`config.mk`:
```
export PLATFORM = sky130hd
export DESIGN_NAME = nibble_serial_adder
export DESIGN_NICKNAME = d
export VERILOG_FILES = /design/src/rtl/nibble_serial_adder.sv
export SDC_FILE = /design/constraint.sdc
export NUM_CORES = 1
export LEC_CHECK = 0
export CORE_MARGIN = 2
export CORE_UTILIZATION = 43
export DETAILED_ROUTE_END_ITERATION = 16
export GPL_ROUTABILITY_DRIVEN = 0
export HOLD_SLACK_MARGIN = 0.06
export PLACE_DENSITY = 0.81
export SYNTH_ARGS = -nofsm -noshare
export SYNTH_HDL_FRONTEND = slang
export SYNTH_SLANG_ARGS = --single-unit
export TNS_END_PERCENT = 1
```
`constraint.sdc`:
```
create_clock -name clk -period 3.2 [get_ports clk]
set_clock_uncertainty 0.2 [all_clocks]
set_input_delay 0.64 -clock clk [delete_from_list [all_inputs] [get_ports clk]]
set_output_delay 0.64 -clock clk [all_outputs]
set_load 0.03 [all_outputs]
```
`src/rtl/nibble_serial_adder.sv`:
```
// Digit-serial adder: steps an external 4-bit ripple adder over NIBBLES
// digits, least significant first, and registers {cout,sum} at the end.
module nibble_serial_adder #(
  parameter int NIBBLES = 4,
  localparam int W = 4 * NIBBLES
) (
  input  logic         clk,
  input  logic         rst,
  input  logic         start,
  input  logic [W-1:0] a,
  input  logic [W-1:0] b,
  input  logic         cin,
  output logic [W-1:0] sum,
  output logic         cout,
  output logic         busy,
  output logic         done,
  output logic [3:0]   add_a,
  output logic [3:0]   add_b,
  output logic         add_cin,
  input  logic [3:0]   add_sum,
  input  logic         add_cout,
  output logic [1:0]   dbg_state
);

  typedef enum logic [1:0] {
    IDLE = 2'd0,
    RUN  = 2'd1,
    DONE = 2'd2
  } state_t;

  // Handshake: start is a request sampled only in IDLE; there is no
  // backpressure. done is a one-cycle strobe and sum/cout are valid from
  // that cycle until the next completion.

  state_t       state, state_nx;
  logic [W-1:0] a_q, b_q, partial_q, partial_nx;
  logic         carry_q;
  logic [2:0]   idx;
  logic         last;

  assign last      = (idx == 3'(NIBBLES - 1));
  assign busy      = (state != IDLE);
  assign done      = (state == DONE);
  assign dbg_state = state;

  always_comb begin
    state_nx   = state;
    add_a      = 4'd0;
    add_b      = 4'd0;
    add_cin    = 1'b0;
    partial_nx = partial_q;
    case (state)
      IDLE: if (start) state_nx = RUN;
      RUN: begin
        add_a   = a_q[4*idx +: 4];
        add_b   = b_q[4*idx +: 4];
        add_cin = carry_q;
        partial_nx[4*idx +: 4] = add_sum;
        if (last) state_nx = DONE;
      end
      DONE:    state_nx = IDLE;
      default: state_nx = IDLE;
    endcase
  end

  always_ff @(posedge clk) begin
    if (rst) begin
      state     <= IDLE;
      a_q       <= '0;
      b_q       <= '0;
      partial_q <= '0;
      carry_q   <= 1'b0;
      idx       <= 3'd0;
      sum       <= '0;
      cout      <= 1'b0;
    end else begin
      state <= state_nx;
      case (state)
        IDLE: if (start) begin
          a_q       <= a;
          b_q       <= b;
          carry_q   <= cin;
          idx       <= 3'd0;
          partial_q <= '0;
        end
        RUN: begin
          partial_q <= partial_nx;
          carry_q   <= add_cout;
          idx       <= idx + 3'd1;
          // The final digit goes straight from the adder into the result.
          if (last) begin
            sum  <= partial_nx;
            cout <= add_cout;
          end
        end
        default: ;
      endcase
    end
  end

endmodule
```
==> results by group, run 1 <==
CTS
  • # hold bufs at CTS: 0
  • Num CTS Buffers: 9
  • CTS tree: done
  • Clock insertion delay at the later pin of the skew report: 340 ps
  • CTS resizes: 0
  • Post-CTS Setup Repair Bufs: 0
  • Maximum buffer depth of the clock tree: 2
  • Clock root buffer: clkbuf_8
  • H-tree Lvls: 3
  • Clk sinks: 71
  • Reg clk slew, reported paths: 70 ps

Yosys
  • Yosys top cell by area: dfxtp_1
  • Top cells by area, synth: dfxtp_1 (44%), nand2_1 (9.2%), a21oi_1 (5.9%)
  • Top cell type's share of synthesized area: 44.2%
  • Mapped Cells: 364
  • Netlist cell types: 41
  • Synthesized area: 0.00322 mm2
  • Register area share after synthesis: 44.2%
  • Net count after synthesis: 409
  • Yosys Warn Count: 0
  • Register bit total from synthesis: 71
  • Post-Syn Area per Cell: 8.84 um2

Floorplan
  • Chip Width: 90.5 um
  • Die height: 90.5 um
  • Core ar.: 0.00725 mm2
  • # IOs: 71
  • Core Rows: 31
  • Die ar.: 0.00819 mm2
  • Initial Util: 44.4%

Placed design
  • Post-DP HPWL: 5330 um
  • Placement Setup Slack: 769 ps
  • Post-DP Area: 0.00395 mm2
  • Post-Place Cells: 513
  • Input/output buffers: 70

STA
  • Final Cycle Share: 83.8%
  • Post-route minimum period: 2680 ps
  • Unrepaired setup endpoints after global routing: false
  • Setup TNS: 0 ps
  • Slew Limit Headroom: 40.2%
  • Fin worst setup slack: 517 ps
  • Fin. Hold Viols: 0
  • Fmax: 373 MHz
  • Least-Margin Pin Slew: 897 ps
  • Setup Viol. Count Final: 0
  • Max Slew Vio Count: 0

Setup path
  • Reg2Reg Setup Slack: 740 ps
  • Crit path max fanout: 11
  • Crit path launch type: flip-flop
  • Required time worst endpoint: 2360 ps
  • Crit Reg-Reg Endpoint: sum[6]
  • Reg2Reg Launch Point: idx[1]
  • Critical Setup Path Class: reg2out
  • CP Capture Point: done
  • Worst Setup SP: dbg_state[1]
  • CP Capture Type: output port
  • Crit path DAT: 1840 ps
  • Worst R2R Path Depth: 6

Cells and area
  • N_diodes: 0
  • Most common cell after layout, fill and taps aside: nand2_1
  • Most frequent cells in the layout: nand2_1 (79), dfxtp_1 (71), clkdlybuf4s50_1 (60)
  • Non-Filler Instances: 529
  • Share of cells above drive strength 1: 13.0%
  • Finished Cell Area: 0.00419 mm2
  • Area delta synth->final: 30.0%
  • Layout Nets: 470

Route
  • DRC Markers: 0
  • Routed wire length on met3: 553 um
  • Post-DRT Antenna Nets: 0
  • DRT iter0 DRCs: 91
  • Top Layer Used: met4
  • M1 WL: 3200 um
  • Vias/cell: 5.31
  • Routed wire per std cell: 14.3 um
  • Vias: 2,811
  • Routed wire length: 7580 um
  • Met2 wire length: 3750 um
  • Initial DRT Pass Iterations: 4

Run
  • Maxcap violations: 0

Global route
  • Number of antenna violations at the first check in global routing: 0
  • First-pass GRT wire length: 12,600 um
  • Pin count of the biggest net entering global routing: 52
  • Number of global-route vias before repair: 2,707
  • Grt ovf: 0
  • Global Route Usage Sum: 19.3%

Worst hold path
  • Worst hold path class: reg2reg

Power
  • Power, Total: 0.00200 W
  • VDD IR max: 300 uV
  • P_leak: 1.49 nW
  • Cell area power density: 478 mW/mm2

Outcome
  • Status: finished, final reports clean
## routing by layer
metal  vias to the layer above  global-route usage [%]
li1                       1411                       -
met1                      1291                    22.3
met2                        99                    33.6
met3                        10                    6.51
met4                         0                    5.77
met5                         -                       0
## worst max-delay path, cell delays in order (launching register included)
cell             delay, ps
dfxtp_1                550
nor2b_1                250
clkdlybuf4s50_1        700
## synthesized netlist by cell type (all sizes together)
library cell,number
nand4b,5
a211oi,12
nand2b,7
or2,4
nor4b,1
o21ba,1
mux2i,4
o32ai,11
a311oi,4
nor2b,3
mux4,8
nor3b,1
nand3,6
o21bai,1
and3,8
o21ai,2
buf,17
nand3b,5
inv,14
dfxtp,71
nor4bb,1
ha,4
and4bb,1
o211ai,3
and3b,2
a21oi,38
and2,3
clkbuf,13
a2111oi,8
a22oi,1
nand2,79
nor2,22
a31o,2
or3b,1
nand4bb,1
## through the flow
step | util (%) | hold slack [ps]
2_1_floorplan | - | 232
3_3_place_gp | 54.5 | 239
3_5_place_dp | 54.5 | 246
4_1_cts | 57.7 | 255
5_1_grt | 57.7 | 277
6_report | 57.7 | 251
## registers in the layout, summed over array words and instances (netlist names)
signal and cells:
sum 16, cout 1, carry_q 1, b_q 16, a_q 16, idx 3, partial_q 16, dbg_state 2
## area by class of cell
| class | count | area (um2) |
|---|---|---|
| fill | 679 | 3070 |
| multi-input combinational | 249 | 1610 |
| sequential | 71 | 1420 |
| timing repair buffer | 80 | 748 |
| clock buffer | 11 | 151 |
| tap | 99 | 124 |
| clock inverter | 5 | 80.1 |
| inverter | 14 | 52.6 |
## report_power, final
part | internal [W] | switching (W) | leakage [nW]
registers | 0.000914 | 0.0000176 | 0.578
clock network | 0.000480 | 0.000334 | 0.112
logic | 0.000122 | 0.000134 | 0.802
total | 0.00152 | 0.000486 | 1.49
## cells by family (layout without fill, tap and decap cells)
logic type	count (synthesis)	after routing	share of synthesized area (%)
and+or+nand+nor	150	150	23.2
AOI/OAI and AO/OA	83	83	18.2
DFF	71	71	44.2
buffers and inverters	44	110	6.10
muxes	12	12	6.84
adders and majority gates	4	4	1.55
## how the worst min path moves through the flow
stage	start	to	slack, ps	cells past startpoint
2_1_floorplan	carry_q	carry_q	230	2
3_3_place_gp	b_q[7]	b_q[7]	240	2
3_5_place_dp	a_q[10]	a_q[10]	250	2
4_1_cts	a_q[11]	a_q[11]	250	2
5_1_grt	a_q[11]	a_q[11]	280	2
6_report	b_q[14]	b_q[14]	250	2
Power figures use the tool's default switching activity.
==> run 2, diff against run 1 <==
- PLACE_DENSITY: 0.81 -> 0.83
- clock period: 3.2 -> 2.4 ns (I/O delays scaled with it)
==> results by group, run 2 (same netlist as run 1, synthesis figures left out) <==
Setup path
  • Critical Setup Path Class: reg2out
  • Crit path max fanout: 6
  • Required time worst endpoint: 1720 ps
  • Reg2Reg Setup Slack: 70 ps
  • Crit path DAT: 1710 ps
  • Worst Setup SP: idx[0]
  • Crit Reg-Reg Endpoint: sum[9]
  • Worst R2R Path Depth: 6
  • Critical path's slowest cell: mux4_2
  • CP Capture Type: output port
  • Slowest Stage Delay on Critical Path: 490 ps
  • Worst path cell trace: buf_12 > mux4_2 > and3_4 > buf_6
  • Reg2Reg Launch Point: idx[0]
  • Crit path launch type: flip-flop

Global route
  • Pin count of the biggest net entering global routing: 36
  • First-pass GRT wire length: 13,200 um
  • Grt ovf: 0
  • Number of antenna violations at the first check in global routing: 0
  • Number of global-route vias before repair: 2,850
  • Global Route Usage Sum: 20.0%

CTS
  • Clk sinks: 71
  • Clock root buffer: clkbuf_8
  • H-tree Lvls: 3
  • Reg clk slew, reported paths: 80 ps
  • CTS tree: done
  • Num CTS Buffers: 9
  • Maximum buffer depth of the clock tree: 2
  • Clock insertion delay at the later pin of the skew report: 350 ps
  • # hold bufs at CTS: 0

Cells and area
  • Layout Nets: 477
  • Filler instances: 653
  • N_diodes: 0
  • Multi-input logic area: 0.00165 mm2
  • Reg area: 0.00143 mm2
  • Share of cells above drive strength 1: 16.9%
  • Most common cell after layout, fill and taps aside: nand2_1
  • Most frequent cells in the layout: nand2_1 (79), dfxtp_1 (68), clkdlybuf4s50_1 (60)
  • Area delta synth->final: 36.2%

Worst hold path
  • Worst Hold Launch: a_q[9]
  • Worst hold path class: reg2reg
  • WHS Endpoint: a_q[9]
  • Worst hold stages: 2

Power
  • VDD IR max: 405 uV
  • P_leak: 1.55 nW
  • Cell area power density: 636 mW/mm2

Route
  • Vias/cell: 5.40
  • Routed wire length: 7950 um
  • DRT iter0 DRCs: 166
  • Initial DRT Pass Iterations: 4
  • Post-DRT Antenna Nets: 0
  • Routed wire per std cell: 14.8 um
  • DRC Markers: 0
  • Vias: 2,892

Placed design
  • Placement Setup Slack: 98.1 ps
  • Post-DP HPWL: 5460 um
  • Input/output buffers: 70

Floorplan
  • Core ar.: 0.00725 mm2
  • Chip Width: 90.5 um
  • Die ar.: 0.00819 mm2
  • Die height: 90.5 um
  • Initial Util: 44.4%
  • Core Rows: 31
  • # IOs: 71

STA
  • Least-Margin Pin Slew: 555 ps
  • Setup Viol. Count Final: 0
  • Slew Limit Headroom: 63.0%
  • Max Slew Vio Count: 0
  • Worst hold slack: 253 ps
  • Fmax: 419 MHz
  • Unrepaired setup endpoints after global routing: true
  • Final Cycle Share: 99.5%
  • Setup TNS: 0 ps
  • Fin worst setup slack: 12.2 ps
  • Post-route minimum period: 2390 ps
  • Fin. Hold Viols: 0

Run
  • Maxcap violations: 0

Outcome
  • Status: finished, final reports clean
## run 2: stage by stage
stage	instance area [um2]	std cells	util, %	power (W)
after floorplan	3220	364	-	0.00147
after global routing	4390	536	60.5	0.00289
final	4390	536	60.5	0.00279
after CTS	4380	535	60.4	0.00280
after detailed placement	4010	517	55.3	0.00162
after global placement	4010	517	55.3	0.00161
## run 2: where the power goes
part / switching (W) / total [W] / internal [W]
combinational: 0.000189 / 0.000381 / 0.000192
sequential: 0.0000255 / 0.00124 / 0.00122
clock: 0.000449 / 0.00116 / 0.000715
## run 2: per-layer routing
metal | global-route usage, % | vias to the layer above | part of all wire, %
li1 | - | 1422 | -
met1 | 23.2 | 1366 | 42
met2 | 34.8 | 92 | 51
met3 | 5.68 | 12 | 6.1
met4 | 7.95 | 0 | 1.5
met5 | 0 | - | 0
## run 2: worst max-delay path by stage
stage,cells past startpoint,slack (ps),end
global placement,4,250,add_a[3]
detailed placement,7,100,sum[9]
floorplan,7,20,sum[0]
global route,4,-40,add_b[3]
finish,4,10,add_b[3]
CTS,4,-4,add_b[3]
## run 2: timing repair
| action | CTS | global route |
|---|---|---|
| pin swaps | 1 | 3 |
| setup buffers | 1 | 1 |
| resized for setup | 24 | 0 |
| endpoints found under the setup margin | 10 | 13 |
| gates cloned | 1 | 0 |
## run 2: cell type report
type	instances	area share [%]
inverter	14	1.20
tap	99	2.82
sequential	71	32.6
clock inverter	6	2.45
clock buffer	10	3.14
timing repair buffer	87	20.3
multi-input combinational	249	37.6
## run 2: worst max-delay path, delay by kind of cell, from the launching register on
family        cells  cell delay, ps
simple gates      1             200
buf+inv           2             270
flops             1             390
mux               1             490
==> run 3, diff against run 2 <==
- CTS_BUF_LIST: default -> sky130_fd_sc_hd__clkbuf_16
==> results by group, run 3 (same netlist as run 1, synthesis figures left out) <==
Setup path
  • Crit path max fanout: 11
  • Critical Setup Path Class: reg2out
  • Crit Reg-Reg Endpoint: sum[9]
  • CP Capture Type: output port
  • Crit path launch type: flip-flop
  • Crit path DAT: 1670 ps
  • Reg2Reg Launch Point: idx[0]
  • Required time worst endpoint: 1720 ps
  • Worst R2R Path Depth: 6
  • Worst path cell trace: buf_12 > mux4_2 > and3_4 > buf_6
  • Slowest Stage Delay on Critical Path: 510 ps
  • Reg2Reg Setup Slack: 110 ps
  • Critical path's slowest cell: mux4_2

CTS
  • H-tree Lvls: 3
  • Clock insertion delay at the later pin of the skew report: 330 ps
  • Reg clk slew, reported paths: 60 ps
  • Num CTS Buffers: 9
  • # hold bufs at CTS: 0
  • CTS tree: done
  • Clk sinks: 71
  • Clock root buffer: clkbuf_16
  • Maximum buffer depth of the clock tree: 2

Power
  • Power, Total: 0.00310 W
  • VDD IR max: 344 uV
  • Sw power: 0.000690 W
  • Register share of total power: 40.2%
  • Cell area power density: 699 mW/mm2
  • Switching share of power: 22.3%
  • Internal power: 0.00241 W
  • Gate power share: 11.8%
  • Clock power frac: 48.0%
  • P_leak: 1.57 nW

Worst hold path
  • Worst hold stages: 2
  • WHS Endpoint: a_q[9]
  • Worst hold path class: reg2reg
  • Worst Hold Launch: a_q[9]

STA
  • Fin. Hold Viols: 0
  • Least-Margin Pin Slew: 542 ps
  • Setup Viol. Count Final: 0
  • Setup TNS: 0 ps
  • Unrepaired setup endpoints after global routing: true
  • Fmax: 425 MHz
  • Slew Limit Headroom: 63.9%
  • Max Slew Vio Count: 0
  • Fin worst setup slack: 48.2 ps
  • Post-route minimum period: 2350 ps
  • Final Cycle Share: 98.0%

Route
  • Routed wire per std cell: 14.7 um
  • Initial DRT Pass Iterations: 5
  • Vias: 2,897
  • DRT iter0 DRCs: 119
  • Routed wire length: 7850 um
  • Vias/cell: 5.43
  • Post-DRT Antenna Nets: 0
  • DRC Markers: 0

Cells and area
  • Multi-input logic area: 0.00164 mm2
  • Area delta synth->final: 37.6%
  • Reg area: 0.00143 mm2
  • N_diodes: 0
  • Finished Cell Area: 0.00443 mm2
  • Non-Filler Instances: 534
  • Share of cells above drive strength 1: 15.9%
  • Filler instances: 646
  • Layout Nets: 475
  • Most common cell after layout, fill and taps aside: nand2_1
  • Most frequent cells in the layout: nand2_1 (79), dfxtp_1 (68), clkdlybuf4s50_1 (60)

Global route
  • Grt ovf: 0
  • Global Route Usage Sum: 19.4%
  • First-pass GRT wire length: 12,800 um
  • Number of antenna violations at the first check in global routing: 0
  • Number of global-route vias before repair: 2,770
  • Pin count of the biggest net entering global routing: 36

Floorplan
  • Core ar.: 0.00725 mm2
  • Chip Width: 90.5 um
  • Die height: 90.5 um
  • Core Rows: 31
  • Initial Util: 44.4%
  • # IOs: 71
  • Die ar.: 0.00819 mm2

Placed design
  • Post-DP Area: 0.00401 mm2
  • Post-DP HPWL: 5460 um
  • Placement Setup Slack: 98.1 ps
  • Input/output buffers: 70
  • Post-Place Cells: 517

Outcome
  • Status: finished, final reports clean

Run
  • Maxcap violations: 0
run 3: cell count changes in the layout (fill, tap and decap cells not counted):
cell       delta
and3_1        +2
and3_4        -2
buf_16        -1
buf_4         -1
clkbuf_16     +9
clkbuf_8     -10
clkinv_1      +1
dfxtp_2       +1
dfxtp_4       -1
run 3: metrics by stage:
stage | utilization (%) | hold WS [ps]
after floorplan | - | 232
after detailed placement | 55.3 | 244
after global placement | 55.3 | 239
final | 61.1 | 249
after global routing | 61.1 | 266
after CTS | 60.2 | 252
run 3: how the worst max path moves through the flow:
stage	cells after the start	slack [ps]	from	to
5_1_grt	4	-10	idx[0]	add_a[2]
2_1_floorplan	7	20	idx[1]	sum[0]
4_1_cts	4	-2	idx[0]	add_a[1]
3_5_place_dp	7	100	idx[0]	sum[9]
6_report	4	50	idx[0]	add_a[1]
3_3_place_gp	4	250	idx[0]	add_a[3]
run 3: area by class of cell:
type                       instances  share of cell area (%)
clock buffer                       9                    5.08
clock inverter                     7                    2.51
inverter                          14                    1.19
multi-input combinational        249                    37.0
sequential                        71                    32.2
tap                               99                    2.80
timing repair buffer              85                    19.3
run 3: timing repair:
action	in CTS	in global routing
setup buffers	1	0
pin swaps	0	0
resized for setup	5	15
endpoints found under the setup margin	10	11
cloned	0	0
run 3: power groups by stage:
stage | Clock (W) | Combinational, W | Sequential, W
finish | 0.00149 | 0.000366 | 0.00125
global placement | 0 | 0.000341 | 0.00127
CTS | 0.00152 | 0.000356 | 0.00125
floorplan | 0 | 0.000211 | 0.00126
detailed placement | 0 | 0.000350 | 0.00127
global route | 0.00156 | 0.000396 | 0.00125
run 3: per-layer routing:
layer | vias to the layer above | routed length, um | global-route usage [%]
li1 | 1419 | - | -
met2 | 108 | 3960 | 32.6
met3 | 8 | 575 | 6.26
met1 | 1362 | 3230 | 23.5
met5 | - | 0 | 0
met4 | 0 | 88 | 6.03
run 3: critical path: cells and delay by family (launching register included):
| kind | cells | cell delay [ps] |
|---|---|---|
| DFF | 1 | 350 |
| muxes | 1 | 510 |
| and+or+nand+nor | 1 | 200 |
| buffers and inverters | 2 | 280 |
